<file path="src/rtl/systolic_operand_loader.sv">
// systolic_operand_loader: collects two NxN operand matrices (A then B) from a
// byte stream into a register buffer, then replays them into the west (A rows)
// and north (B columns) edges of the systolic array with diagonal skew,
// generating the array clear/enable strobes and a done pulse.
// Optional macro LOADER_REPLAY_EN adds a replay input that re-streams the
// buffered operands without reloading them.

// Per-lane operand select: lane LANE shows element k of its row (A) or
// column (B) at stream step LANE+k, and zero outside that window.
module systolic_operand_loader_lane #(
    parameter int N    = 2,
    parameter int DW   = 8,
    parameter int SW   = 3,
    parameter int LANE = 0,
    parameter bit IS_B = 1'b0
) (
    input  logic [SW-1:0]             step_i,
    input  logic [2*N*N-1:0][DW-1:0]  buf_i,
    output logic [DW-1:0]             op_o
);
    // Pick the skewed element for this lane (A row-major, B stored after A).
    always_comb begin
        op_o = '0;
        for (int k = 0; k < N; k++) begin
            if (int'(step_i) == LANE + k)
                op_o = buf_i[IS_B ? (N*N + k*N + LANE) : (LANE*N + k)];
        end
    end
endmodule

module systolic_operand_loader #(
    parameter int N  = 2,
    parameter int DW = 8
) (
    input  logic          clk,
    input  logic          rst_n,
    input  logic          ena,
    input  logic          in_valid,
    input  logic [7:0]    in_data,
`ifdef LOADER_REPLAY_EN
    input  logic          replay,
`endif
    output logic          in_ready,
    output logic [N*DW-1:0] a_west,
    output logic [N*DW-1:0] b_north,
    output logic          arr_clear,
    output logic          arr_en,
    output logic          done
);
    localparam int NB = 2*N*N;           // bytes per load
    localparam int S  = 3*N-2;           // stream steps
    localparam int CW = $clog2(NB);
    localparam int SW = $clog2(S+1);     // step counter also holds S (done edge)

    typedef enum logic {LOAD = 1'b0, STREAM = 1'b1} state_t;

    state_t                   state_q, state_d;
    logic [CW-1:0]            cnt_q, cnt_d;
    logic [SW-1:0]            step_q, step_d;
    logic [NB-1:0][DW-1:0]    buf_q, buf_d;
    logic [N-1:0][DW-1:0]     a_q, a_d, b_q, b_d;
    logic [N-1:0][DW-1:0]     lane_a, lane_b;
    logic                     clear_q, clear_d;
    logic                     en_q, en_d;
    logic                     done_q, done_d;
    logic                     accept, last_byte, replay_go, start;
    logic [SW-1:0]            emit_step;

`ifdef LOADER_REPLAY_EN
    logic                     loaded_q, loaded_d;
    // Replay only from an idle LOAD with a valid buffer; it overrides a byte.
    assign replay_go = ena & replay & (state_q == LOAD) & (cnt_q == '0) & loaded_q;
`else
    assign replay_go = 1'b0;
`endif

    assign in_ready  = (state_q == LOAD);
    assign accept    = ena & in_valid & in_ready & ~replay_go;
    assign last_byte = accept & (cnt_q == CW'(NB-1));
    assign start     = last_byte | replay_go;
    // The edge that starts a stream registers step 0 directly.
    assign emit_step = start ? '0 : step_q;

    assign a_west    = a_q;
    assign b_north   = b_q;
    assign arr_clear = clear_q;
    assign arr_en    = en_q;
    assign done      = done_q;

    // Buffer write: lanes read buf_d so the final byte is visible to step 0.
    always_comb begin
        buf_d = buf_q;
        if (accept) buf_d[cnt_q] = in_data[DW-1:0];
    end

    for (genvar i = 0; i < N; i++) begin : g_lane
        systolic_operand_loader_lane #(.N(N), .DW(DW), .SW(SW), .LANE(i), .IS_B(1'b0)) u_a (
            .step_i(emit_step), .buf_i(buf_d), .op_o(lane_a[i]));
        systolic_operand_loader_lane #(.N(N), .DW(DW), .SW(SW), .LANE(i), .IS_B(1'b1)) u_b (
            .step_i(emit_step), .buf_i(buf_d), .op_o(lane_b[i]));
    end

    // State register.
    always_ff @(posedge clk or negedge rst_n) begin
        if (!rst_n) state_q <= LOAD;
        else        state_q <= state_d;
    end

    // Next state: stream after a full load (or replay), back to LOAD after step S-1.
    always_comb begin
        state_d = state_q;
        if (ena) begin
            unique case (state_q)
                LOAD:    if (start) state_d = STREAM;
                STREAM:  if (step_q == SW'(S)) state_d = LOAD;
                default: state_d = LOAD;
            endcase
        end
    end

    // Output/counter next values; everything holds while ena is low.
    always_comb begin
        cnt_d   = cnt_q;
        step_d  = step_q;
        a_d     = a_q;
        b_d     = b_q;
        clear_d = clear_q;
        en_d    = en_q;
        done_d  = done_q;
`ifdef LOADER_REPLAY_EN
        loaded_d = loaded_q | last_byte;
`endif
        if (ena) begin
            unique case (state_q)
                LOAD: begin
                    done_d = 1'b0;
                    if (accept) cnt_d = cnt_q + 1'b1;
                    if (start) begin
                        cnt_d   = '0;
                        step_d  = SW'(1);
                        a_d     = lane_a;
                        b_d     = lane_b;
                        clear_d = 1'b1;
                        en_d    = 1'b1;
                    end
                end
                STREAM: begin
                    if (step_q == SW'(S)) begin
                        step_d  = '0;
                        cnt_d   = '0;
                        a_d     = '0;
                        b_d     = '0;
                        clear_d = 1'b0;
                        en_d    = 1'b0;
                        done_d  = 1'b1;
                    end else begin
                        step_d  = step_q + 1'b1;
                        a_d     = lane_a;
                        b_d     = lane_b;
                        clear_d = 1'b0;
                        en_d    = 1'b1;
                    end
                end
                default: ;
            endcase
        end
    end

    // Datapath and output registers.
    always_ff @(posedge clk or negedge rst_n) begin
        if (!rst_n) begin
            cnt_q   <= '0;
            step_q  <= '0;
            buf_q   <= '0;
            a_q     <= '0;
            b_q     <= '0;
            clear_q <= 1'b0;
            en_q    <= 1'b0;
            done_q  <= 1'b0;
`ifdef LOADER_REPLAY_EN
            loaded_q <= 1'b0;
`endif
        end else begin
            cnt_q   <= cnt_d;
            step_q  <= step_d;
            buf_q   <= buf_d;
            a_q     <= a_d;
            b_q     <= b_d;
            clear_q <= clear_d;
            en_q    <= en_d;
            done_q  <= done_d;
`ifdef LOADER_REPLAY_EN
            loaded_q <= loaded_d;
`endif
        end
    end
endmodule

</file>
<file path="config.mk">
export PLATFORM = sky130hd
export DESIGN_NAME = systolic_operand_loader
export DESIGN_NICKNAME = d
export VERILOG_FILES = /design/src/rtl/systolic_operand_loader.sv
export SDC_FILE = /design/constraint.sdc
export NUM_CORES = 1
export LEC_CHECK = 0
export ABC_AREA = 1
export BUFFER_PORTS_ARGS = -buffer_cell sky130_fd_sc_hd__buf_2
export CAP_MARGIN = 0
export CORE_ASPECT_RATIO = 1.75
export CORE_MARGIN = 2
export CORE_UTILIZATION = 59
export DETAILED_ROUTE_END_ITERATION = 10
export PLACE_DENSITY = 0.88
export SYNTH_ARGS = -nofsm -noshare
export SYNTH_HDL_FRONTEND = slang
export SYNTH_SLANG_ARGS = --single-unit
</file>
<file path="constraint.sdc">
create_clock -name clk -period 1.7 [get_ports clk]
set_input_delay 0.34 -clock clk [delete_from_list [all_inputs] [get_ports clk]]
set_output_delay 0.34 -clock clk [all_outputs]
set_load 0.05 [all_outputs]
</file>
# Yosys cells after proc, flatten, opt, wreduce, memory -nomap -nowiden

Index checks and enable logic that the tools add are counted.

Word-level logic and storage cells: 72
Register bits after elaboration: 106
Bits in read-only memories: 0
Input port bits: 12
Output and inout bits: 36
Latch bits: 0
Bits in writable memories: 0
Memories: 0

Reductions and logical operators: 5
Add/sub/neg operators: 2
Eq/ne operators: 7
$mul: 0
Divide/modulo/power cells: 0
Bitwise operators: 4
Multiplexer cells: 34
Order comparisons: 2
Shift-type cells: 0

Operators by type and width:

| kind                  | number |
|---|---|
| $mux W8               | 9 |
| $bwmux W64            | 1 |
| $mux W16              | 4 |
| $mux W64              | 1 |
| $pmux W16 S2          | 2 |
| $demux W8 S3          | 1 |
| $mux W3               | 6 |
| $pmux W3 S2           | 2 |
| $eq A3 B3 Y1 const B  | 3 |
| $pmux W1 S2           | 4 |
| $add A3 B1 Y3 const B | 2 |
| $lt A3 B4 Y1 const B  | 1 |
| $mux W1               | 4 |
| $ne A2 B1 Y1 const B  | 2 |
| $reduce_and A2 Y1     | 2 |
| $and A1 B1 Y1         | 3 |
| $eq A3 B2 Y1 const B  | 1 |
| $ge A3 B1 Y1 const B  | 1 |
| $logic_not A3 Y1      | 1 |
| $ne A3 B1 Y1 const B  | 1 |
| $reduce_and A3 Y1     | 1 |
| $logic_and A1 B1 Y1   | 1 |
| $not A1 Y1            | 1 |

# Depth between registers and ports, before layout

Word-level depth: 10
Depth in mapped cells: 10

# Hierarchy

From an unflattened synthesis, not the netlist that was laid out.

Cells, all modules: 688
Area, all modules: 5340.1 um2

Modules (own cells, without submodules):

| module                                            | cells each | area an instance (um2) | instances |
|---|---|---|---|
| systolic_operand_loader                           | 570        | 4657.0                 | 1 |
| systolic_operand_loader_lane at g_lane[1].u_a ... | 30         | 175.2                  | 2 |
| systolic_operand_loader_lane at g_lane[0].u_a ... | 29         | 166.4                  | 2 |

# Worst setup path after synthesis

No wires, ideal clock.

Kind: register to register
Start: register cnt_q[1]
End: register a_q, in the netlist a_west[0]
Period minus slack after synthesis: 1565 ps
Path slack: 135 ps
Setup time: 118 ps
Stages on the path, launching flop included: 10
Arrival time: 1447 ps
Required time: 1582 ps
Cells stage by stage: dfrtp_1 ha_1 ha_1 nand4_4 nand2_1 nand2_2 inv_2 buf_2 nand2_1 nand2_1

Word-level cells in the longest chain between the ends: 10
Elaborated cells between the ends (all ways): 19

Ends and longest elaborated chain:

| what                                                                      | line     | RTL |
|---|---|---|
| start, declared                                                           | 58       | `logic [CW-1:0] cnt_q, cnt_d;` |
| start signal, assigned                                                    | 184      | `cnt_q <= cnt_d;` |
| $lt A3 B4 Y1 (not written as such) / $ge A3 B1 Y1 (equally long branches) | 93       | `if (accept) buf_d[cnt_q] = in_data[DW-1:0];` |
| $logic_and A1 B1 Y1 (not written as such)                                 | 93       |  |
| $mux W8 (not written as such)                                             | 93       |  |
| $demux W8 S3                                                              | 93       |  |
| $bwmux W64                                                                | 93       |  |
| $mux W64                                                                  | 93       |  |
| $mux W8 (2 in series)                                                     | 25       | `if (int'(step_i) == LANE + k)` |
| $mux W16 (on tied branches)                                               | 148, 138 |  |
| $pmux W16 S2                                                              | 134      | `unique case (state_q)` |
| end signal, assigned                                                      | 175      | `a_q <= '0;` |
| end signal, assigned                                                      | 187      | `a_q <= a_d;` |
| end, declared                                                             | 61       | `logic [N-1:0][DW-1:0] a_q, a_d, b_q, b_d;` |

Parallel ways exist; a longest one is shown, timed or not. The select of a mux whose other input is x is not followed.
A chain may end at the register's enable or synchronous reset.

# Worst setup path in the final report

Start: register cnt_q[1]
End: register a_q, in the netlist a_west[12]

The elaborated chain is that of the path after synthesis.

==> qor.yml <==
placed_design:
  place_area_mm2: 0.00566
  place_congestion: 0.932
  io_buffers: 47
  dpl.hpwl_um: 8990
route:
  postRouteAntennaNets: 0
  highest_layer: "met4"
  wl_met1_um: 5440
  drt_iter0_drc: 781
  first_pass_iters: 8
  via_count: 4974
  drc_errors: 0
  wire_per_inst_um: 18.8
  totalWireLength_um: 15500
  wl_met3_um: 1330
  vias_per_cell: 6.01
  met2WireLength_um: 7770
critical_path:
  r2r_setup_slack_ps: -160
  critPathKind: "flip-flop to flip-flop"
  r2r_start: "cnt_q[1]"
  slowest_stage: "dfrtp_1"
  cp.depth: 9
  cpPeakStageDelay_ps: 420
  crit_chain: "buf_6 -> inv_4 -> nor2_4 -> nand3_2 -> nand2_1 -> nand3_1 -> nand2_1 -> nand2_1 -> nand2_1"
  r2r_end: "a_west[12]"
  crit_fanout: 8
  critical_path_buf_inv_count: 2
  cp.arrival_ps: 2150
  cp-startpoint: "cnt_q[1]"
  critPathCaptureType: "flip-flop"
  reg2reg_depth: 9
  critical-path-top-delay-family: "simple AND/OR/NAND/NOR gates"
  crit_end: "a_west[12]"
  startpoint_type: "flip-flop"
  crit_top_cell: "nand2_1"
  required_ps: 1990
die:
  io_pins: 48
  die_h_um: 128
  rows: 45
  die-area_mm2: 0.00959
  initial_core_util_pct: 60.2
  coreArea_mm2: 0.00861
  die-width_um: 74.9
cells_and_area:
  n_antenna_cell: 0
  drive_above_1_share_pct: 19.0
  num-nets-final: 721
  area.growth.synth_to_final_pct: 21.3
  stdcell_area_mm2: 0.00629
  fin_util_pct: 73.1
yosys:
  synth_warnings: 0
  syn-num-nets: 658
  syn_area_per_cell_um2: 8.08
  synth-edff-count: 0
  yosysMostFrequentCell: "nand2_1"
  ys_async_sr_fraction_pct: 100
  ys_types: 26
  ys_ff_latch: 106
  syn_area_mm2: 0.00519
  synth_seq_area_share_pct: 51.1
  synth_top_cell_area_share_pct: 51.1
  yosysTopAreaCell: "dfrtp_1"
  synth_common_cells: "nand2_1 (238), dfrtp_1 (106), inv_1 (65), nand4_1 (65), nand3_1 (56)"
  ys.flop_type: "dfrtp_1"
  ys_top_cells_by_area: "dfrtp_1 (51%), nand2_1 (17%), nand4_1 (7.8%), and2_1 (5.8%), nand3_1 (5.4%)"
  synth_cells: 642
clocking:
  clk_latency_ps: 350
  cts_buffers: 9
  cts_buffer_depth: 2
  cts_tree: "built"
  cts.sinks: 106
  hold_buffers: 0
  clockRootBuffer: "clkbuf_16"
  clk_pin_slew_ps: 70
  cts_max_level: 3
sta:
  clock-skew-final_ps: 5.26
  hold_violations: 0
  slew_headroom_pct: 62.1
  final.period_utilization_pct: 109
  drv_slew: 0
  fmax_mhz: 537
  finalCriticalPeriod_ps: 1860
  grt_setup_unrepaired: "true"
  worst-slew-pin-transition_ps: 569
  setup_violations: 7
  worst_slack_ps: -161
  fin_setup_tns_ps: -463
power_and_ir_drop:
  ir_drop_uv: 1290
  total_power_uw: 13100
  p_leak_uw: 0.00331
  powerDensity_mw_per_mm2: 2080
global_routing:
  grt_pass1_vias: 4621
  grt_max_degree: 107
  grt_overflow_total: 0
  grtUsageTotal_pct: 30.5
  antenna_found_initial: 0
  grt_first_pass_wirelength_um: 22000
status:
  outcome: "finished with violations"
  violations: "negative setup slack"
hold_path:
  hold_path_class: "input pin to asynchronous set/reset pin"
job:
  max-cap-violations: 0
==> cell type report <==
cell class	instances	area, um^2
multi-input cells	436	2260
inverters	70	280
fillers	553	2320
flip-flops and latches	106	2660
clock inverters	2	60.1
clock buffers	14	254
well taps	117	146
repair buffers	82	639
==> layer usage <==
metal	up-vias	track usage (%)
met5	-	0
met4	0	19.2
met3	97	5.19
met2	362	48.9
met1	2332	37.3
li1	2183	-
==> worst min path at each step <==
stage	start	end	cells past startpoint
after global placement	rst_n	b_north[14]	2
after floorplan	rst_n	a_west[0]	0
final	rst_n	buf_q[61]	2
after CTS	rst_n	b_north[8]	2
after detailed placement	buf_q[61]	buf_q[61]	2
after global routing	rst_n	buf_q[26]	2
==> timing repair <==
| action | 4_1_cts | 5_1_grt |
|---|---|---|
| setup endpoints to repair | 38 | 50 |
| buffers inserted | 0 | 8 |
| gates cloned | 0 | 2 |
| resized for setup | 5 | 50 |
| pin swaps | 0 | 19 |
==> state kept, by name (all words and copies together), names as in the netlist <==
| register | flops |
|---|---|
| b_north | 16 |
| done | 1 |
| arr_clear | 1 |
| state_q | 1 |
| step_q | 3 |
| a_west | 16 |
| buf_q | 64 |
| arr_en | 1 |
| cnt_q | 3 |
==> per-stage QoR <==
stage / worst slack [ps] / instances / hold WS (ps)
6_report: -161 / 827 / 32.6
5_1_grt: -246 / 827 / 118
4_1_cts: -97.3 / 817 / 96.7
3_5_place_dp: -166 / 801 / 455
3_3_place_gp: -63.8 / 801 / 445
2_1_floorplan: 135 / 642 / 44.4
==> where the power goes <==
part           leakage, uW  internal (uW)  switching, uW
sequential         0.00125           3640            548
combinational      0.00191           2120           4530
clock             0.000151           1340            930
==> worst register-to-register path: stages (launching register included) <==
cell and delay [ps]:
dfrtp_1 420, buf_6 170, inv_4 50, nor2_4 230
nand3_2 280, nand2_1 200, nand3_1 190, nand2_1 130
nand2_1 60, nand2_1 70
==> layout by cell type (no fill, tap or decap), types with 2 or more instances in the layout <==
cell	instances
and2_1	48
buf_12	6
buf_4	23
ha_1	2
nand3_1	50
clkbuf_16	11
bufinv_16	2
o22ai_1	2
nand2_1	225
nand3_4	5
clkinvlp_4	2
inv_1	64
o21ai_0	7
buf_2	45
nand3_2	3
buf_6	5
dfrtp_1	104
ha_4	2
nor2_4	5
nand4_1	65
nand2_2	13
o21ai_2	2
clkbuf_1	4
dfrtp_2	2
inv_2	2
==> cell families (layout without fill, tap and decap cells) <==
logic type | count (synthesis) | in the layout | share of synthesized area [%]
AO/OA/AOI/OAI | 12 | 12 | 1.28
flip-flops | 106 | 106 | 51.1
AND/OR/NAND/NOR | 419 | 419 | 38.2
XOR/XNOR | 1 | 1 | 0.169
buffers and inverters | 100 | 168 | 8.25
adder cells (fa/ha/maj) | 4 | 4 | 0.965
Note: power is estimated with default switching activity, not from simulation.
